`config.mk`:
```
export PLATFORM = sky130hd
export DESIGN_NAME = stp_key_flat
export DESIGN_NICKNAME = d
export VERILOG_FILES = /design/src/rtl/stp_key_pkg.sv /design/src/rtl/stp_key_if.sv /design/src/rtl/stp_key_outreg.sv /design/src/rtl/stp_key.sv /design/src/flat_wrapper.sv
export SDC_FILE = /design/constraint.sdc
export NUM_CORES = 1
export LEC_CHECK = 0
export ABC_CLOCK_PERIOD_IN_PS = 8900
export CAP_MARGIN = 10
export CELL_PAD_IN_SITES_DETAIL_PLACEMENT = 1
export CELL_PAD_IN_SITES_GLOBAL_PLACEMENT = 1
export CORE_ASPECT_RATIO = 0.6
export CORE_MARGIN = 2
export CORE_UTILIZATION = 38
export DETAILED_ROUTE_END_ITERATION = 8
export PLACE_DENSITY = 0.84
export SLEW_MARGIN = 20
export SYNTH_ARGS = -nofsm -noshare
export SYNTH_HDL_FRONTEND = slang
export SYNTH_SLANG_ARGS = --single-unit
```
`constraint.sdc`:
```
create_clock -name clk -period 8.9 [get_ports clk]
set_input_delay 1.78 -clock clk [delete_from_list [all_inputs] [get_ports clk]]
set_output_delay 1.78 -clock clk [all_outputs]
set_load 0.02 [all_outputs]
```
`src/rtl/stp_key_pkg.sv`:
```
// -----------------------------------------------------------------------------
// stp_key_pkg
// Shared widths, types and helpers for the serial-to-parallel key collector.
//   BLOCK_BYTES / BYTE_W / BLOCK_W : geometry of one 128-bit block
//   ROUND_W                        : width of the round index
//   byte_slot(k)                   : MSB bit position of byte k inside a block
// -----------------------------------------------------------------------------
package stp_key_pkg;

  localparam int BLOCK_BYTES = 16;
  localparam int BYTE_W      = 8;
  localparam int BLOCK_W     = 128;
  localparam int ROUND_W     = 4;
  localparam int CNT_W       = 4;

  typedef logic [CNT_W-1:0]   byte_cnt_t;
  typedef logic [ROUND_W-1:0] round_t;

  // Byte 0 lands in the top byte of the block, byte 15 in the bottom byte.
  function automatic logic [6:0] byte_slot(input byte_cnt_t k);
    return 7'(BLOCK_W - 1) - {k, 3'b000};
  endfunction

endpackage

```
`src/rtl/stp_key_if.sv`:
```
// -----------------------------------------------------------------------------
// stp_key_if
// Byte-in / block-out bus of the key collector.
//   in_valid, in_byte, in_first : serial byte stream from the key serializer
//   in_ready                    : collector back-pressure to the byte source
//   out_valid, out_ready        : block handshake to the downstream consumer
//   out_block, out_round        : assembled 128-bit block and its round index
//   err                         : sticky protocol error flag
// Modports: slave = collector side, master = source/consumer side.
// -----------------------------------------------------------------------------
interface stp_key_if;
  import stp_key_pkg::*;

  logic               in_valid;
  logic [BYTE_W-1:0]  in_byte;
  logic               in_first;
  logic               in_ready;
  logic               out_valid;
  logic               out_ready;
  logic [BLOCK_W-1:0] out_block;
  round_t             out_round;
  logic               err;

  modport slave (
    input  in_valid, in_byte, in_first, out_ready,
    output in_ready, out_valid, out_block, out_round, err
  );

  modport master (
    output in_valid, in_byte, in_first, out_ready,
    input  in_ready, out_valid, out_block, out_round, err
  );

endinterface

```
`src/rtl/stp_key_outreg.sv`:
```
// -----------------------------------------------------------------------------
// stp_key_outreg
// Output holding register (128-bit block + 4-bit round) with valid/ready.
//   clk, rst  : clock, asynchronous active-high reset
//   i_load    : a completed block is presented this cycle
//   i_block   : completed block value
//   i_round   : round index of the completed block
//   i_ready   : downstream accepts the held block
//   o_valid   : held block is valid
//   o_block   : held block
//   o_round   : held round index
// A load in the same edge as an accept replaces the held block and keeps
// o_valid high, so back-to-back blocks stream without a bubble. The parent
// never loads while a block is held and not being accepted.
// -----------------------------------------------------------------------------
module stp_key_outreg
  import stp_key_pkg::*;
(
  input  logic               clk,
  input  logic               rst,
  input  logic               i_load,
  input  logic [BLOCK_W-1:0] i_block,
  input  round_t             i_round,
  input  logic               i_ready,
  output logic               o_valid,
  output logic [BLOCK_W-1:0] o_block,
  output round_t             o_round
);

  logic               r_valid;
  logic [BLOCK_W-1:0] r_block;
  round_t             r_round;

  // Load wins over accept; data only changes on a load so it stays stable
  // while the consumer stalls.
  always_ff @(posedge clk or posedge rst) begin
    if (rst) begin
      r_valid <= 1'b0;
      r_block <= '0;
      r_round <= '0;
    end else if (i_load) begin
      r_valid <= 1'b1;
      r_block <= i_block;
      r_round <= i_round;
    end else if (r_valid && i_ready) begin
      r_valid <= 1'b0;
    end
  end

  assign o_valid = r_valid;
  assign o_block = r_block;
  assign o_round = r_round;

endmodule

```
`src/rtl/stp_key.sv`:
```
// -----------------------------------------------------------------------------
// stp_key
// Serial-to-parallel round-key collector: gathers 16 bytes (MSB first) into a
// 128-bit block, tags it with a wrapping round index and hands it downstream.
//   clk, rst : clock, asynchronous active-high reset
//   io_bus   : stp_key_if.slave (byte input, block output, err)
// Parameters:
//   NUM_BLOCKS : blocks per key schedule, round index wraps at NUM_BLOCKS-1
//   TIMEOUT    : idle cycles before a partial block is dropped (only present
//                when STP_KEY_TIMEOUT_EN is defined)
// Optional feature macro: STP_KEY_TIMEOUT_EN enables the partial-block
// idle timeout; without it a partial block waits indefinitely.
// -----------------------------------------------------------------------------
module stp_key
  import stp_key_pkg::*;
#(
  parameter int NUM_BLOCKS = 11
`ifdef STP_KEY_TIMEOUT_EN
  ,
  parameter int TIMEOUT    = 32
`endif
) (
  input  logic      clk,
  input  logic      rst,
  stp_key_if.slave  io_bus
);

  localparam round_t ROUND_LAST = ROUND_W'(NUM_BLOCKS - 1);
  localparam byte_cnt_t CNT_LAST = byte_cnt_t'(BLOCK_BYTES - 1);

  byte_cnt_t          r_byteCnt;
  round_t             r_round;
  logic [BLOCK_W-1:0] r_collect;
  logic               r_err;

  logic               w_inReady;
  logic               w_accept;
  logic               w_complete;
  logic               w_timeout;
  logic [BLOCK_W-1:0] w_block;
  logic               w_outValid;
  logic [BLOCK_W-1:0] w_outBlock;
  round_t             w_outRound;

  // Only the final byte can be refused: it would need the output register,
  // which is still holding an unaccepted block.
  assign w_inReady  = !((r_byteCnt == CNT_LAST) && w_outValid && !io_bus.out_ready);
  assign w_accept   = io_bus.in_valid && w_inReady;
  // in_first restarts the block, so it never completes one even at count 15.
  assign w_complete = w_accept && !io_bus.in_first && (r_byteCnt == CNT_LAST);
  assign w_block    = {r_collect[BLOCK_W-1:BYTE_W], io_bus.in_byte};

`ifdef STP_KEY_TIMEOUT_EN
  localparam int IDLE_W = $clog2(TIMEOUT + 1);

  logic [IDLE_W-1:0] r_idle;
  logic              w_idleCycle;

  // Idle time is counted only while a partial block exists and the
  // collector is actually willing to take a byte.
  assign w_idleCycle = (r_byteCnt != '0) && !w_accept && w_inReady;
  assign w_timeout   = w_idleCycle && (r_idle == IDLE_W'(TIMEOUT - 1));

  always_ff @(posedge clk or posedge rst) begin
    if (rst) begin
      r_idle <= '0;
    end else if (w_accept || (r_byteCnt == '0) || w_timeout) begin
      r_idle <= '0;
    end else if (w_inReady) begin
      r_idle <= r_idle + 1'b1;
    end
  end
`else
  assign w_timeout = 1'b0;
`endif

  // Byte counter, collect register, round counter and sticky error.
  always_ff @(posedge clk or posedge rst) begin
    if (rst) begin
      r_byteCnt <= '0;
      r_round   <= '0;
      r_collect <= '0;
      r_err     <= 1'b0;
    end else begin
      if (io_bus.in_valid && !w_inReady) begin
        r_err <= 1'b1;
      end
      if (w_accept) begin
        if (io_bus.in_first) begin
          r_collect[BLOCK_W-1 -: BYTE_W] <= io_bus.in_byte;
          r_byteCnt <= byte_cnt_t'(1);
          if (r_byteCnt != '0) begin
            r_err <= 1'b1;
          end
        end else begin
          r_collect[byte_slot(r_byteCnt) -: BYTE_W] <= io_bus.in_byte;
          // 4-bit counter wraps 15 -> 0 on block completion.
          r_byteCnt <= r_byteCnt + 1'b1;
          if (r_byteCnt == CNT_LAST) begin
            r_round <= (r_round == ROUND_LAST) ? '0 : r_round + 1'b1;
          end
        end
      end else if (w_timeout) begin
        r_byteCnt <= '0;
        r_err     <= 1'b1;
      end
    end
  end

  stp_key_outreg u_outreg (
    .clk     (clk),
    .rst     (rst),
    .i_load  (w_complete),
    .i_block (w_block),
    .i_round (r_round),
    .i_ready (io_bus.out_ready),
    .o_valid (w_outValid),
    .o_block (w_outBlock),
    .o_round (w_outRound)
  );

  assign io_bus.in_ready  = w_inReady;
  assign io_bus.out_valid = w_outValid;
  assign io_bus.out_block = w_outBlock;
  assign io_bus.out_round = w_outRound;
  assign io_bus.err       = r_err;

endmodule

```
`src/flat_wrapper.sv`:
```
// flat-port wrapper written by rule: the top's interface ports become plain ports
module stp_key_flat import stp_key_pkg::*;
#(
  parameter int NUM_BLOCKS = 11

)
  (clk, rst, io_bus_in_valid, io_bus_in_byte, io_bus_in_first, io_bus_out_ready, io_bus_in_ready, io_bus_out_valid, io_bus_out_block, io_bus_out_round, io_bus_err);
  stp_key_if io_bus_i ();
  input  logic clk;
  input  logic rst;
  input wire logic [$bits(io_bus_i.in_valid)-1:0] io_bus_in_valid;
  input wire logic [$bits(io_bus_i.in_byte)-1:0] io_bus_in_byte;
  input wire logic [$bits(io_bus_i.in_first)-1:0] io_bus_in_first;
  input wire logic [$bits(io_bus_i.out_ready)-1:0] io_bus_out_ready;
  output wire logic [$bits(io_bus_i.in_ready)-1:0] io_bus_in_ready;
  output wire logic [$bits(io_bus_i.out_valid)-1:0] io_bus_out_valid;
  output wire logic [$bits(io_bus_i.out_block)-1:0] io_bus_out_block;
  output wire logic [$bits(io_bus_i.out_round)-1:0] io_bus_out_round;
  output wire logic [$bits(io_bus_i.err)-1:0] io_bus_err;
  assign io_bus_i.in_valid = io_bus_in_valid;
  assign io_bus_i.in_byte = io_bus_in_byte;
  assign io_bus_i.in_first = io_bus_in_first;
  assign io_bus_i.out_ready = io_bus_out_ready;
  assign io_bus_in_ready = io_bus_i.in_ready;
  assign io_bus_out_valid = io_bus_i.out_valid;
  assign io_bus_out_block = io_bus_i.out_block;
  assign io_bus_out_round = io_bus_i.out_round;
  assign io_bus_err = io_bus_i.err;
  stp_key #(.NUM_BLOCKS(NUM_BLOCKS)) u_core (.clk(clk), .rst(rst), .io_bus(io_bus_i));
endmodule
```
==> summary.md <==
| Metric | Value |
|---|---|
| Status | `finished clean` |
| Largest net degree at the start of global routing | `between 150 and 200` |
| FF-to-FF setup slack | `5.81 ns` |
| Drt total wl | `about 28 mm` |
| Layout Cells excl Fill | `around 1500` |
| Worst hold start | `u_core.r_collect[54]` |
| Crit start category | `primary input` |
| Synth Flop Type | `dfrtp_1` |
| Area leader, netlist | `dfrtp_1` |
| Final setup vio count | `0` |
| CTS tree | `done` |
| Cell area power density | `around 210 nW/µm²` |
| CTS Buf Count | `26` |
| Worst R2R Path Depth | `5` |
| Routed Antenna Nets | `0` |
| Number of synthesized register bits | `between 200 and 300` |
| Critical Path Max Stage Delay | `a little under 0.7 ns` |
| Hold_buf cts | `0` |
| DIE AREA | `around 28000 µm²` |
| Slowest stage cell on the critical path | `clkdlybuf4s50_1` |
| DRC errors left | `0` |
| Slew @ Worst Pin | `0.9908 ns` |
| RSZ-0062 raised after global routing | `false` |
| Overall routing resource usage | `0.2044` |
| Leakage | `about 6.5 nW` |
| CP max FO | `4` |
| Clock sinks | `262` |
| HP Class | `flop to flop` |
| Cell variety after synth | `38` |
| Clk Latency, worst-skew pair | `approximately 0.54 ns` |
| Clock slew seen by the registers of the worst setup and hold paths | `approximately 0.060 ns` |
| Post-synthesis mux area share | `0.05378` |
| Vias post-DR | `approximately 7600` |
| Vias in the first global route | `between 8000 and 9000` |
| Part of the Yosys area used for sequential elements | `0.6405` |
| Most frequent cells after synthesis | `nand2_1 (479), dfrtp_1 (262), o21ai_0 (79), mux2_2 (48), buf_2 (21)` |
| Synth top area cells | `dfrtp_1 (64%), nand2_1 (18%), mux2_2 (5.3%), o21ai_0 (3.9%), and3_1 (1.2%)` |
| Largest family of logic cells by synthesized area | `simple AND/OR/NAND/NOR gates` |
| Slew Viols, Final | `0` |
| Data required time of the worst path | `7.12 ns` |
| Post-CTS Setup Inserts | `0` |
| Setup crit end kind | `output pin` |
| IR drop worst, VDD | `between 0.1 and 0.15 mV` |
| Async set-or-reset flop fraction in the synthesized netlist | `1.000` |
| Worst-path cell chain | `clkdlybuf4s50_1 -> nand2b_1 -> nor2_1 -> nand2_1 -> clkdlybuf4s50_1` |
| Worst relative slew slack | `0.3394` |
| Number of flops mapped to enable cells by yosys | `0` |
| Post-DP HPWL | `18.57 mm` |
| Period minus WS final | `5.089 ns` |
| Fillers | `~2900` |
| First-pass GRT wire length | `45.86 mm` |
| Core area | `between 20000 and 30000 µm²` |
| Setup TNS | `0 ns` |
| Net Count, Synth | `1041` |
| Post-Synth Adder-Cell Area | `0.007334` |
| Rows | `46` |
| Initial antenna violation count | `1` |
| ANT cells | `0` |
| # H-tree levels | `1` |
| Inst Count DP | `between 1000 and 1500` |
| Cell mode on critical path | `clkdlybuf4s50_1` |
| Die Wd | `about 220 µm` |
| Skew final | `roughly 0.0094 ns` |
| Worst r2r src | `u_core.r_byteCnt[2]` |
| IO Pins | `148` |
| # nets final | `1163` |
| Share of the synthesized area in the top cell type | `0.6405` |
| Highest achievable clock rate | `196.5 MHz` |
| Final core occ | `0.4901` |
| DR vias/cell | `4.961` |
| Crit path DAT | `3.31 ns` |
| Post-Syn Instances | `between 1000 and 1500` |
| Ys Warns | `0` |
| Max Root-Sink Buffers | `3` |
| GPL Wtd Cong | `~0.77` |
| Starting Density | `0.3875` |
| Final hold vios | `0` |
| 1st-pass router iterations | `4` |
| Worst Hold Depth | `2` |
| Multi-input gate area | `~3400 µm²` |
| R2r endpoint | `u_core.r_round[3]` |
| Die Height | `roughly 130 µm` |
| Total congestion overflow | `0` |
| # Max-Cap Violations | `0` |
| Layout cells sized above 1 | `0.09107` |
| Xor/xnor share of the synthesized area | `0.0008556` |
| WHS Endpoint | `u_core.u_outreg.o_block[54]` |
| Post-Synth Simple-Gate Area | `0.2112` |
| DR iter-0 viols | `approximately 400` |
| Post-cts sizing count | `0` |
| Crit Path Class | `primary input to output pin` |
| Synth-to-Final Area Change | `26.48%` |
| Root buf cell | `clkbuf_16` |
| Leading cell type by number of instances after synthesis | `nand2_1` |
| FF+latch area | `between 6000 and 7000 µm²` |
| Syn avg cell area | `10.02 µm²` |
| Synthesized area | `10240 µm²` |
| Avg WL per Cell | `approximately 19 µm` |
| Fin crit share | `0.5718` |
| Number of port buffers | `147` |
| Synth Area in Compound Gates | `0.05293` |
registers in the layout, summed over array words and instances, names as in the netlist:
signal                   cells
u_core.u_outreg.o_round      4
u_core.r_collect           120
u_core.io_bus.err            1
u_core.u_outreg.o_valid      1
u_core.u_outreg.o_block    128
u_core.r_round               4
u_core.r_byteCnt             4
cell families (layout without fill, tap and decap cells):
kind of cell | Yosys count | after routing
AO/OA/AOI/OAI | 97 | 97
XOR/XNOR | 1 | 1
adder cells (fa/ha/maj) | 6 | 6
buffers and inverters | 70 | 212
flip-flops | 262 | 262
multiplexers | 49 | 49
AND/OR/NAND/NOR | 537 | 537
layout by cell type (no fill, tap or decap), types with 2 or more instances in the layout:
| cell type | n |
|---|---|
| a22o_1 | 8 |
| and3_1 | 18 |
| buf_4 | 2 |
| bufinv_16 | 5 |
| clkbuf_16 | 27 |
| clkbuf_8 | 11 |
| clkdlybuf4s50_1 | 147 |
| clkinv_2 | 2 |
| clkinvlp_4 | 2 |
| dfrtp_1 | 262 |
| ha_1 | 6 |
| inv_1 | 11 |
| mux2_2 | 48 |
| nand2_1 | 479 |
| nand2b_1 | 3 |
| nand3_1 | 14 |
| nand4b_1 | 4 |
| nor2_1 | 7 |
| nor2b_1 | 2 |
| nor3_4 | 2 |
| o211ai_1 | 2 |
| o21ai_0 | 79 |
worst max path at each step:
stage,endpoint,cells after the start,start,slack [ns]
after floorplan,u_core.io_bus.err,1,rst,3.66
after global placement,io_bus_in_ready,5,io_bus_out_ready,3.84
after detailed placement,io_bus_in_ready,5,io_bus_out_ready,3.82
after CTS,io_bus_in_ready,5,io_bus_out_ready,3.81
after global routing,io_bus_in_ready,5,io_bus_out_ready,3.72
final,io_bus_in_ready,5,io_bus_out_ready,3.81
worst max-delay path, delay by kind of cell:
family                 cells  cell delay [ns]
buffers and inverters      2             1.15
AND/OR/NAND/NOR            3             0.38
stage by stage:
step | hold slack, ns | cell area (µm²) | total power [mW] | worst slack, ns
4_1_cts | 0.4736 | 12940 | 2.732 | 3.807
5_1_grt | 0.4907 | 12950 | 2.814 | 3.715
2_1_floorplan | 0.4331 | 10240 | 1.402 | 3.664
3_3_place_gp | 0.4466 | 11930 | 1.449 | 3.838
6_report | 0.4663 | 12950 | 2.705 | 3.811
3_5_place_dp | 0.4541 | 11930 | 1.461 | 3.818
per-layer routing:
layer / track usage / wire [µm] / share of wire / up-vias
met5: 0 / 13 / 0.00046 / -
met4: 0.02912 / 317 / 0.011 / 2
li1: - / - / - / 3509
met3: 0.04838 / 1849 / 0.065 / 35
met2: 0.3176 / 12840 / 0.45 / 151
met1: 0.2981 / 13340 / 0.47 / 3863
layout make-up:
type,instances,share of cell area
flip-flops and latches,262,0.5064
well taps,360,0.03479
clock buffers,39,0.06417
repair buffers,151,0.1172
inverters,13,0.004059
multi-input cells,690,0.2597
clock inverters,9,0.01363
where the power goes:
| group | internal (mW) | leakage [nW] | switching (mW) | total [mW] |
|---|---|---|---|---|
| clock network | 0.789 | 0.496 | 0.478 | 1.27 |
| registers | 1.25 | 3.58 | 0.0398 | 1.29 |
| logic | 0.0522 | 2.40 | 0.0989 | 0.151 |
| total | 2.09 | 6.47 | 0.617 | 2.71 |
Power figures use the tool's default switching activity.
